--- src/rtl/rs_pkg.sv ---
// rtl/rs_pkg.sv - shared RS codeword geometry and encoder-framing FSM states
// Purpose: K message bytes + NPAR parity bytes per codeword, symbol width, state enum.
// Ports: none (package).
package rs_pkg;
    localparam int K     = 64;
    localparam int NPAR  = 4;
    localparam int SYM_W = 8;
    localparam int N     = K + NPAR;

    typedef enum logic [2:0] {
        ST_FILL,
        ST_LAUNCH,
        ST_WAIT,
        ST_SEND_MSG,
        ST_SEND_PAR
    } rs_state_e;
endpackage

--- src/rtl/rs_enc_stream_if.sv ---
// rtl/rs_enc_stream_if.sv - byte-stream handshake bundle for rs_enc_stream
// Purpose: input message stream (s_*) and output codeword stream (m_*).
// Ports (signals): s_data, s_valid, s_ready, m_data, m_valid, m_ready, m_last.
//   slave  modport: the framing block (consumes s_*, produces m_*).
//   master modport: the environment around it.
interface rs_enc_stream_if;
    import rs_pkg::*;

    logic [SYM_W-1:0] s_data;
    logic             s_valid;
    logic             s_ready;
    logic [SYM_W-1:0] m_data;
    logic             m_valid;
    logic             m_ready;
    logic             m_last;

    modport slave (
        input  s_data, s_valid, m_ready,
        output s_ready, m_data, m_valid, m_last
    );

    modport master (
        output s_data, s_valid, m_ready,
        input  s_ready, m_data, m_valid, m_last
    );
endinterface

--- src/rtl/rs_frame_buf.sv ---
// rtl/rs_frame_buf.sv - message byte buffer with one write port and one read mux
// Purpose: holds the DEPTH message bytes of the codeword being built/sent.
// Ports: clk; we/waddr/wdata write port; raddr -> rdata read mux;
//        mem exposes every byte in parallel (byte n at mem[n]).
// Contents are not reset; a new frame always overwrites every byte before use.
module rs_frame_buf
    import rs_pkg::*;
#(
    parameter int DEPTH = K,
    parameter int AW    = $clog2(DEPTH)
) (
    input  logic                        clk,
    input  logic                        we,
    input  logic [AW-1:0]               waddr,
    input  logic [SYM_W-1:0]            wdata,
    input  logic [AW-1:0]               raddr,
    output logic [SYM_W-1:0]            rdata,
    output logic [DEPTH-1:0][SYM_W-1:0] mem
);
    always_ff @(posedge clk) begin
        if (we) begin
            mem[waddr] <= wdata;
        end
    end

    assign rdata = mem[raddr];
endmodule

--- src/rtl/rs_enc_stream.sv ---
// rtl/rs_enc_stream.sv - frames a byte stream into RS codewords around an external encoder
// Purpose: collect K bytes, launch the encoder, capture its parity, then stream
//          K message bytes followed by NPAR parity bytes (m_last on the final one).
// Ports: clk, rst_n (async, active-low); bus (slave modport: s_data/s_valid/s_ready,
//        m_data/m_valid/m_ready/m_last); enc_msg, enc_valid to the encoder;
//        enc_parity, enc_parity_valid from the encoder (1-cycle latency);
//        frame_cnt (16-bit completed-codeword count) only when RS_ENC_STREAM_STATS_EN is defined.
module rs_enc_stream #(
    parameter int K    = rs_pkg::K,
    parameter int NPAR = rs_pkg::NPAR
) (
    input  logic                              clk,
    input  logic                              rst_n,
    rs_enc_stream_if.slave                    bus,
    output logic [K-1:0][rs_pkg::SYM_W-1:0]    enc_msg,
    output logic                              enc_valid,
    input  logic [NPAR-1:0][rs_pkg::SYM_W-1:0] enc_parity,
    input  logic                              enc_parity_valid
`ifdef RS_ENC_STREAM_STATS_EN
    ,
    output logic [15:0]                       frame_cnt
`endif
);
    import rs_pkg::*;

    localparam int AW = $clog2(K);
    localparam int PW = (NPAR > 1) ? $clog2(NPAR) : 1;
    localparam logic [AW-1:0] LAST_MSG = AW'(K - 1);
    localparam logic [PW-1:0] LAST_PAR = PW'(NPAR - 1);

    rs_state_e                    state_q, state_d;
    logic [AW-1:0]                wr_q, wr_d, rd_q, rd_d;
    logic [PW-1:0]                p_q, p_d;
    logic [NPAR-1:0][SYM_W-1:0]   par_q;
    logic                         par_ld;
    logic                         buf_we;
    logic                         s_ready_q;
    logic [SYM_W-1:0]             rd_data;

    rs_frame_buf #(.DEPTH(K)) u_buf (
        .clk   (clk),
        .we    (buf_we),
        .waddr (wr_q),
        .wdata (bus.s_data),
        .raddr (rd_q),
        .rdata (rd_data),
        .mem   (enc_msg)
    );

    assign bus.s_ready = s_ready_q;

    always_ff @(posedge clk or negedge rst_n) begin
        if (!rst_n) begin
            state_q   <= ST_FILL;
            wr_q      <= '0;
            rd_q      <= '0;
            p_q       <= '0;
            par_q     <= '0;
            s_ready_q <= 1'b0;
        end else begin
            state_q   <= state_d;
            wr_q      <= wr_d;
            rd_q      <= rd_d;
            p_q       <= p_d;
            // s_ready is a flop, so it follows the state we are entering.
            s_ready_q <= (state_d == ST_FILL);
            if (par_ld) begin
                par_q <= enc_parity;
            end
        end
    end

    always_comb begin
        state_d     = state_q;
        wr_d        = wr_q;
        rd_d        = rd_q;
        p_d         = p_q;
        par_ld      = 1'b0;
        buf_we      = 1'b0;
        enc_valid   = 1'b0;
        bus.m_valid = 1'b0;
        bus.m_last  = 1'b0;
        bus.m_data  = '0;
        case (state_q)
            ST_FILL: begin
                if (bus.s_valid && s_ready_q) begin
                    buf_we = 1'b1;
                    wr_d   = wr_q + AW'(1);
                    if (wr_q == LAST_MSG) begin
                        wr_d    = '0;
                        state_d = ST_LAUNCH;
                    end
                end
            end
            ST_LAUNCH: begin
                enc_valid = 1'b1;
                state_d   = ST_WAIT;
            end
            ST_WAIT: begin
                // Parity strobes arriving in any other state are dropped.
                if (enc_parity_valid) begin
                    par_ld  = 1'b1;
                    state_d = ST_SEND_MSG;
                end
            end
            ST_SEND_MSG: begin
                bus.m_valid = 1'b1;
                bus.m_data  = rd_data;
                if (bus.m_ready) begin
                    rd_d = rd_q + AW'(1);
                    if (rd_q == LAST_MSG) begin
                        rd_d    = '0;
                        state_d = ST_SEND_PAR;
                    end
                end
            end
            ST_SEND_PAR: begin
                bus.m_valid = 1'b1;
                bus.m_data  = par_q[p_q];
                bus.m_last  = (p_q == LAST_PAR);
                if (bus.m_ready) begin
                    p_d = p_q + PW'(1);
                    if (p_q == LAST_PAR) begin
                        p_d     = '0;
                        state_d = ST_FILL;
                    end
                end
            end
            default: state_d = ST_FILL;
        endcase
    end

`ifdef RS_ENC_STREAM_STATS_EN
    logic frame_done;
    assign frame_done = (state_q == ST_SEND_PAR) && (p_q == LAST_PAR) && bus.m_ready;

    always_ff @(posedge clk or negedge rst_n) begin
        if (!rst_n) begin
            frame_cnt <= '0;
        end else if (frame_done) begin
            frame_cnt <= frame_cnt + 16'd1;
        end
    end
`endif
endmodule
--- src/flat_wrapper.sv ---
// flat-port wrapper written by rule: the top's interface ports become plain ports
module rs_enc_stream_flat import rs_pkg::*;
#(
    parameter int K    = rs_pkg::K,
    parameter int NPAR = rs_pkg::NPAR
)
  (clk, rst_n, enc_msg, enc_valid, enc_parity, enc_parity_valid, bus_s_data, bus_s_valid, bus_m_ready, bus_s_ready, bus_m_data, bus_m_valid, bus_m_last);
  rs_enc_stream_if bus_i ();
  input  logic clk;
  input  logic rst_n;
  output logic [K-1:0][rs_pkg::SYM_W-1:0] enc_msg;
  output logic enc_valid;
  input  logic [NPAR-1:0][rs_pkg::SYM_W-1:0] enc_parity;
  input  logic enc_parity_valid;
  input wire logic [$bits(bus_i.s_data)-1:0] bus_s_data;
  input wire logic [$bits(bus_i.s_valid)-1:0] bus_s_valid;
  input wire logic [$bits(bus_i.m_ready)-1:0] bus_m_ready;
  output wire logic [$bits(bus_i.s_ready)-1:0] bus_s_ready;
  output wire logic [$bits(bus_i.m_data)-1:0] bus_m_data;
  output wire logic [$bits(bus_i.m_valid)-1:0] bus_m_valid;
  output wire logic [$bits(bus_i.m_last)-1:0] bus_m_last;
  assign bus_i.s_data = bus_s_data;
  assign bus_i.s_valid = bus_s_valid;
  assign bus_i.m_ready = bus_m_ready;
  assign bus_s_ready = bus_i.s_ready;
  assign bus_m_data = bus_i.m_data;
  assign bus_m_valid = bus_i.m_valid;
  assign bus_m_last = bus_i.m_last;
  rs_enc_stream #(.K(K), .NPAR(NPAR)) u_core (.clk(clk), .rst_n(rst_n), .bus(bus_i), .enc_msg(enc_msg), .enc_valid(enc_valid), .enc_parity(enc_parity), .enc_parity_valid(enc_parity_valid));
endmodule
--- config.mk ---
export PLATFORM = sky130hd
export DESIGN_NAME = rs_enc_stream_flat
export DESIGN_NICKNAME = d
export VERILOG_FILES = /design/src/rtl/rs_pkg.sv /design/src/rtl/rs_enc_stream_if.sv /design/src/rtl/rs_frame_buf.sv /design/src/rtl/rs_enc_stream.sv /design/src/flat_wrapper.sv
export SDC_FILE = /design/constraint.sdc
export NUM_CORES = 1
export LEC_CHECK = 0
export ABC_CLOCK_PERIOD_IN_PS = 7000
export CORE_MARGIN = 10
export CORE_UTILIZATION = 42
export CTS_BUF_LIST = sky130_fd_sc_hd__clkbuf_8
export DETAILED_ROUTE_END_ITERATION = 8
export PLACE_DENSITY = 0.8
export SYNTH_ARGS = -nofsm -noshare
export SYNTH_HDL_FRONTEND = slang
export SYNTH_SLANG_ARGS = --single-unit
--- constraint.sdc ---
create_clock -name clk -period 7 [get_ports clk]
set_clock_uncertainty 0.1 [all_clocks]
set_input_delay 1.4 -clock clk [delete_from_list [all_inputs] [get_ports clk]]
set_output_delay 1.4 -clock clk [all_outputs]
set_load 0.1 [all_outputs]
==> flow_summary.json <==
{
  "status": "finished, final reports clean",
  "drv_cap": 0,
  "fmax_mhz": 166,
  "coreArea_um2": 52700,
  "place_area_um2": 28700,
  "hold_viol_final": 0,
  "ios": 569,
  "cts_max_path_buffers": 3,
  "synth_top_cell_by_area": "edfxtp_1",
  "synth.yosys.seq_area_share": 0.742,
  "die_w_um": 251,
  "yosys_most_used_dff": "edfxtp_1",
  "die-area_um2": 63000,
  "start_util": 0.426,
  "syn_inst": 1122,
  "wl_per_cell_um": 34.7,
  "ys_types": 58,
  "cpMostUsedCell": "o211ai_1",
  "hp-start": "u_core.par_q[11]$_DFFE_PN0P_",
  "reg2regPathDepth": 5,
  "fin_total_pwr_mw": 9.13,
  "slowest_delay_ns": 1.06,
  "r2r_start": "u_core.state_q[0]$_DFF_PN0_",
  "hold_depth": 1,
  "pwr_density_cell_nw_per_um2": 299,
  "clkTransAtPathRegs_ns": 0.06,
  "cts_tree": "done",
  "die_y_um": 251,
  "grt_pass1_vias": 15400,
  "via_per_inst": 5.88,
  "num-fill-cells": 3876,
  "clock_latency_ns": 0.69,
  "ant_nets": 0,
  "power.leakage_nw": 10.2,
  "async_flop_share": 0.0890,
  "final_cell_area_um2": 30600,
  "rsz0062_at_grt": "false",
  "ys_ff_latch": 562,
  "maxSlewViolCount": 0,
  "place_congestion": 0.913,
  "synth_area_leaders": "edfxtp_1 69%, mux4_2 12%, dfrtp_1 5.6%",
  "crit_type": "reg -> out",
  "htree_levels": 3,
  "cts_root_buf": "clkbuf_8",
  "route.detailed.drc": 0,
  "netlist_area_um2": 22400,
  "port_buffers": 568,
  "cts_buffers": 93,
  "holdCritPathClass": "reg -> reg",
  "arrival_ns": 4.51,
  "area_growth_pct": 36.5,
  "syn_area_per_cell_um2": 20.0,
  "layout-drive-gt1-share": 0.196,
  "grt_usage": 0.269,
  "dr.first_iter.drc_count": 1715,
  "setup_violations": 0,
  "period_needed_ns": 6.01,
  "ys_warn_count": 0,
  "required_ns": 5.50,
  "end_kind": "output pin",
  "path_max_fanout": 22,
  "whs_endpoint": "u_core.par_q[11]$_DFFE_PN0P_",
  "cp-start-kind": "register",
  "fin_nets": 1786,
  "drt-pass1-iter-count": 6,
  "place_hpwl_um": 62700,
  "slew_headroom": 0.137,
  "rows": 84,
  "grt_pass1_wl_um": 121000,
  "setup-tns-final_ns": 0,
  "synth_edf_count": 512,
  "worstReg2RegEnd": "u_core.u_buf.mem[207]$_DFFE_PP_",
  "grt_max_degree": 65,
  "wl_um": 86900,
  "synth_top_area_frac": 0.686,
  "post_cts_buffers": 0,
  "tightest_slew_ns": 1.29,
  "grt_overflow": 0,
  "clkSinkCount": 562,
  "antenna_found_initial": 0,
  "synthesis.nets": 1170,
  "postCtsHoldBufs": 0,
  "finalCritPeriodShare": 0.859,
  "cp_cell_sequence": "buf_4, mux2_2, a221oi_1, o211ai_1, o211ai_1, nand3_1, clkdlybuf4s50_1",
  "cts_resized": 0,
  "ir_drop_mv": 0.179,
  "routed-via-count": 14800,
  "r2r_slack_ns": 3.68,
  "cpMaxStageDelayCell": "clkdlybuf4s50_1"
}
==> cell usage after synthesis (4+ instances only) <==
| cell | n |
|---|---|
| edfxtp_1 | 512 |
| mux4_2 | 123 |
| nor2_1 | 79 |
| mux2_2 | 55 |
| dfrtp_1 | 50 |
| nand2_1 | 49 |
| clkbuf_1 | 32 |
| mux2i_1 | 27 |
| nand3_1 | 25 |
| buf_2 | 21 |
| a22oi_1 | 15 |
| mux4_1 | 11 |
| buf_4 | 9 |
| o211ai_1 | 8 |
| a221oi_1 | 7 |
| nand3b_1 | 7 |
| nor3_1 | 7 |
| nand4_1 | 6 |
| o21ai_0 | 6 |
| or2_2 | 6 |
| nor2b_1 | 5 |
| xnor2_1 | 4 |
==> layout make-up <==
type / instances / area (µm²) / area share
multi-input cells: 486 / 5420 / 0.177
inverters: 4 / 15.0 / 0.000491
diodes: 1 / 2.50 / 0.0000818
clock buffers: 94 / 1290 / 0.0423
flip-flops and latches: 562 / 16600 / 0.544
well taps: 688 / 861 / 0.0281
clock inverters: 81 / 547 / 0.0179
repair buffers: 591 / 5820 / 0.190
==> layout by cell type (no fill, tap or decap), types with 4 or more instances in the layout <==
cell               n
buf_2              9
clkinvlp_4         4
buf_4             29
clkinv_2          15
or2_2              6
edfxtp_1         512
clkinv_1          37
nand2_1           49
nand3_1           25
mux2_2            55
nand3b_1           7
mux4_2           123
clkdlybuf4s50_1  551
nor3_1             6
a22oi_1           15
nor2_1            79
inv_1             18
xnor2_1            4
o211ai_1           8
dfrtp_1           47
bufinv_16          7
nand4_1            6
a221oi_1           7
nor2b_1            5
clkbuf_8          94
o21ai_0            6
mux4_1            11
mux2i_1           27
==> how the worst max path moves through the flow <==
| stage | start | to | depth (start not counted) |
|---|---|---|---|
| 2_1_floorplan | u_core.u_buf.mem[202]$_DFFE_PP_ | bus_m_data[2] | 5 |
| 6_report | u_core.rd_q[0]$_DFFE_PN0P_ | bus_m_data[1] | 7 |
| 4_1_cts | u_core.rd_q[1]$_DFFE_PN0P_ | bus_m_data[1] | 6 |
| 3_5_place_dp | u_core.rd_q[1]$_DFFE_PN0P_ | bus_m_data[1] | 6 |
| 5_1_grt | u_core.rd_q[1]$_DFFE_PN0P_ | bus_m_data[1] | 6 |
| 3_3_place_gp | u_core.rd_q[0]$_DFFE_PN0P_ | bus_m_data[1] | 7 |
==> power breakdown <==
group	internal, mW	switching, mW	total, mW
registers	3.75	0.169	3.92
clock network	1.52	1.37	2.90
logic	0.864	1.45	2.31
total	6.14	2.99	9.13
==> stage by stage <==
step | worst slack (ns) | instances | hold slack (ns) | utilization
after floorplan | 2.39 | 1122 | 0.375 | -
after global placement | 1.72 | 2331 | 0.383 | 0.546
after detailed placement | 1.73 | 2331 | 0.391 | 0.546
after CTS | 0.963 | 2506 | 0.407 | 0.581
after global routing | 0.868 | 2506 | 0.419 | 0.581
final | 0.985 | 2507 | 0.405 | 0.581
==> registers in the layout (all words and copies together) (netlist names) <==
register	cells
u_core.bus.s_ready	1
u_core.p_q	2
u_core.par_q	32
u_core.rd_q	6
u_core.state_q	3
u_core.u_buf.mem	512
u_core.wr_q	6
==> logic make-up after synthesis <==
logic type      count (synthesis)  synth area share
mux                           216             0.176
simple gates                  207            0.0435
buf+inv                        74            0.0169
compound gates                 56            0.0186
fa+ha+maj                       3           0.00167
xor+xnor                        4           0.00156
flops                         562             0.742
==> metal layers <==
metal,part of all wire,GRT usage,vias to the layer above
met1,0.36,0.317,7709
li1,-,-,5848
met2,0.48,0.433,1027
met5,0,0,-
met3,0.12,0.114,167
met4,0.036,0.101,0
==> critical path, delay by kind of cell, from the launching register on <==
kind	cells	cell delay (ns)
simple gates	1	0.22
compound gates	3	0.99
mux	1	0.38
buf+inv	2	1.47
flops	1	0.72
(Power assumes the default switching activity.)
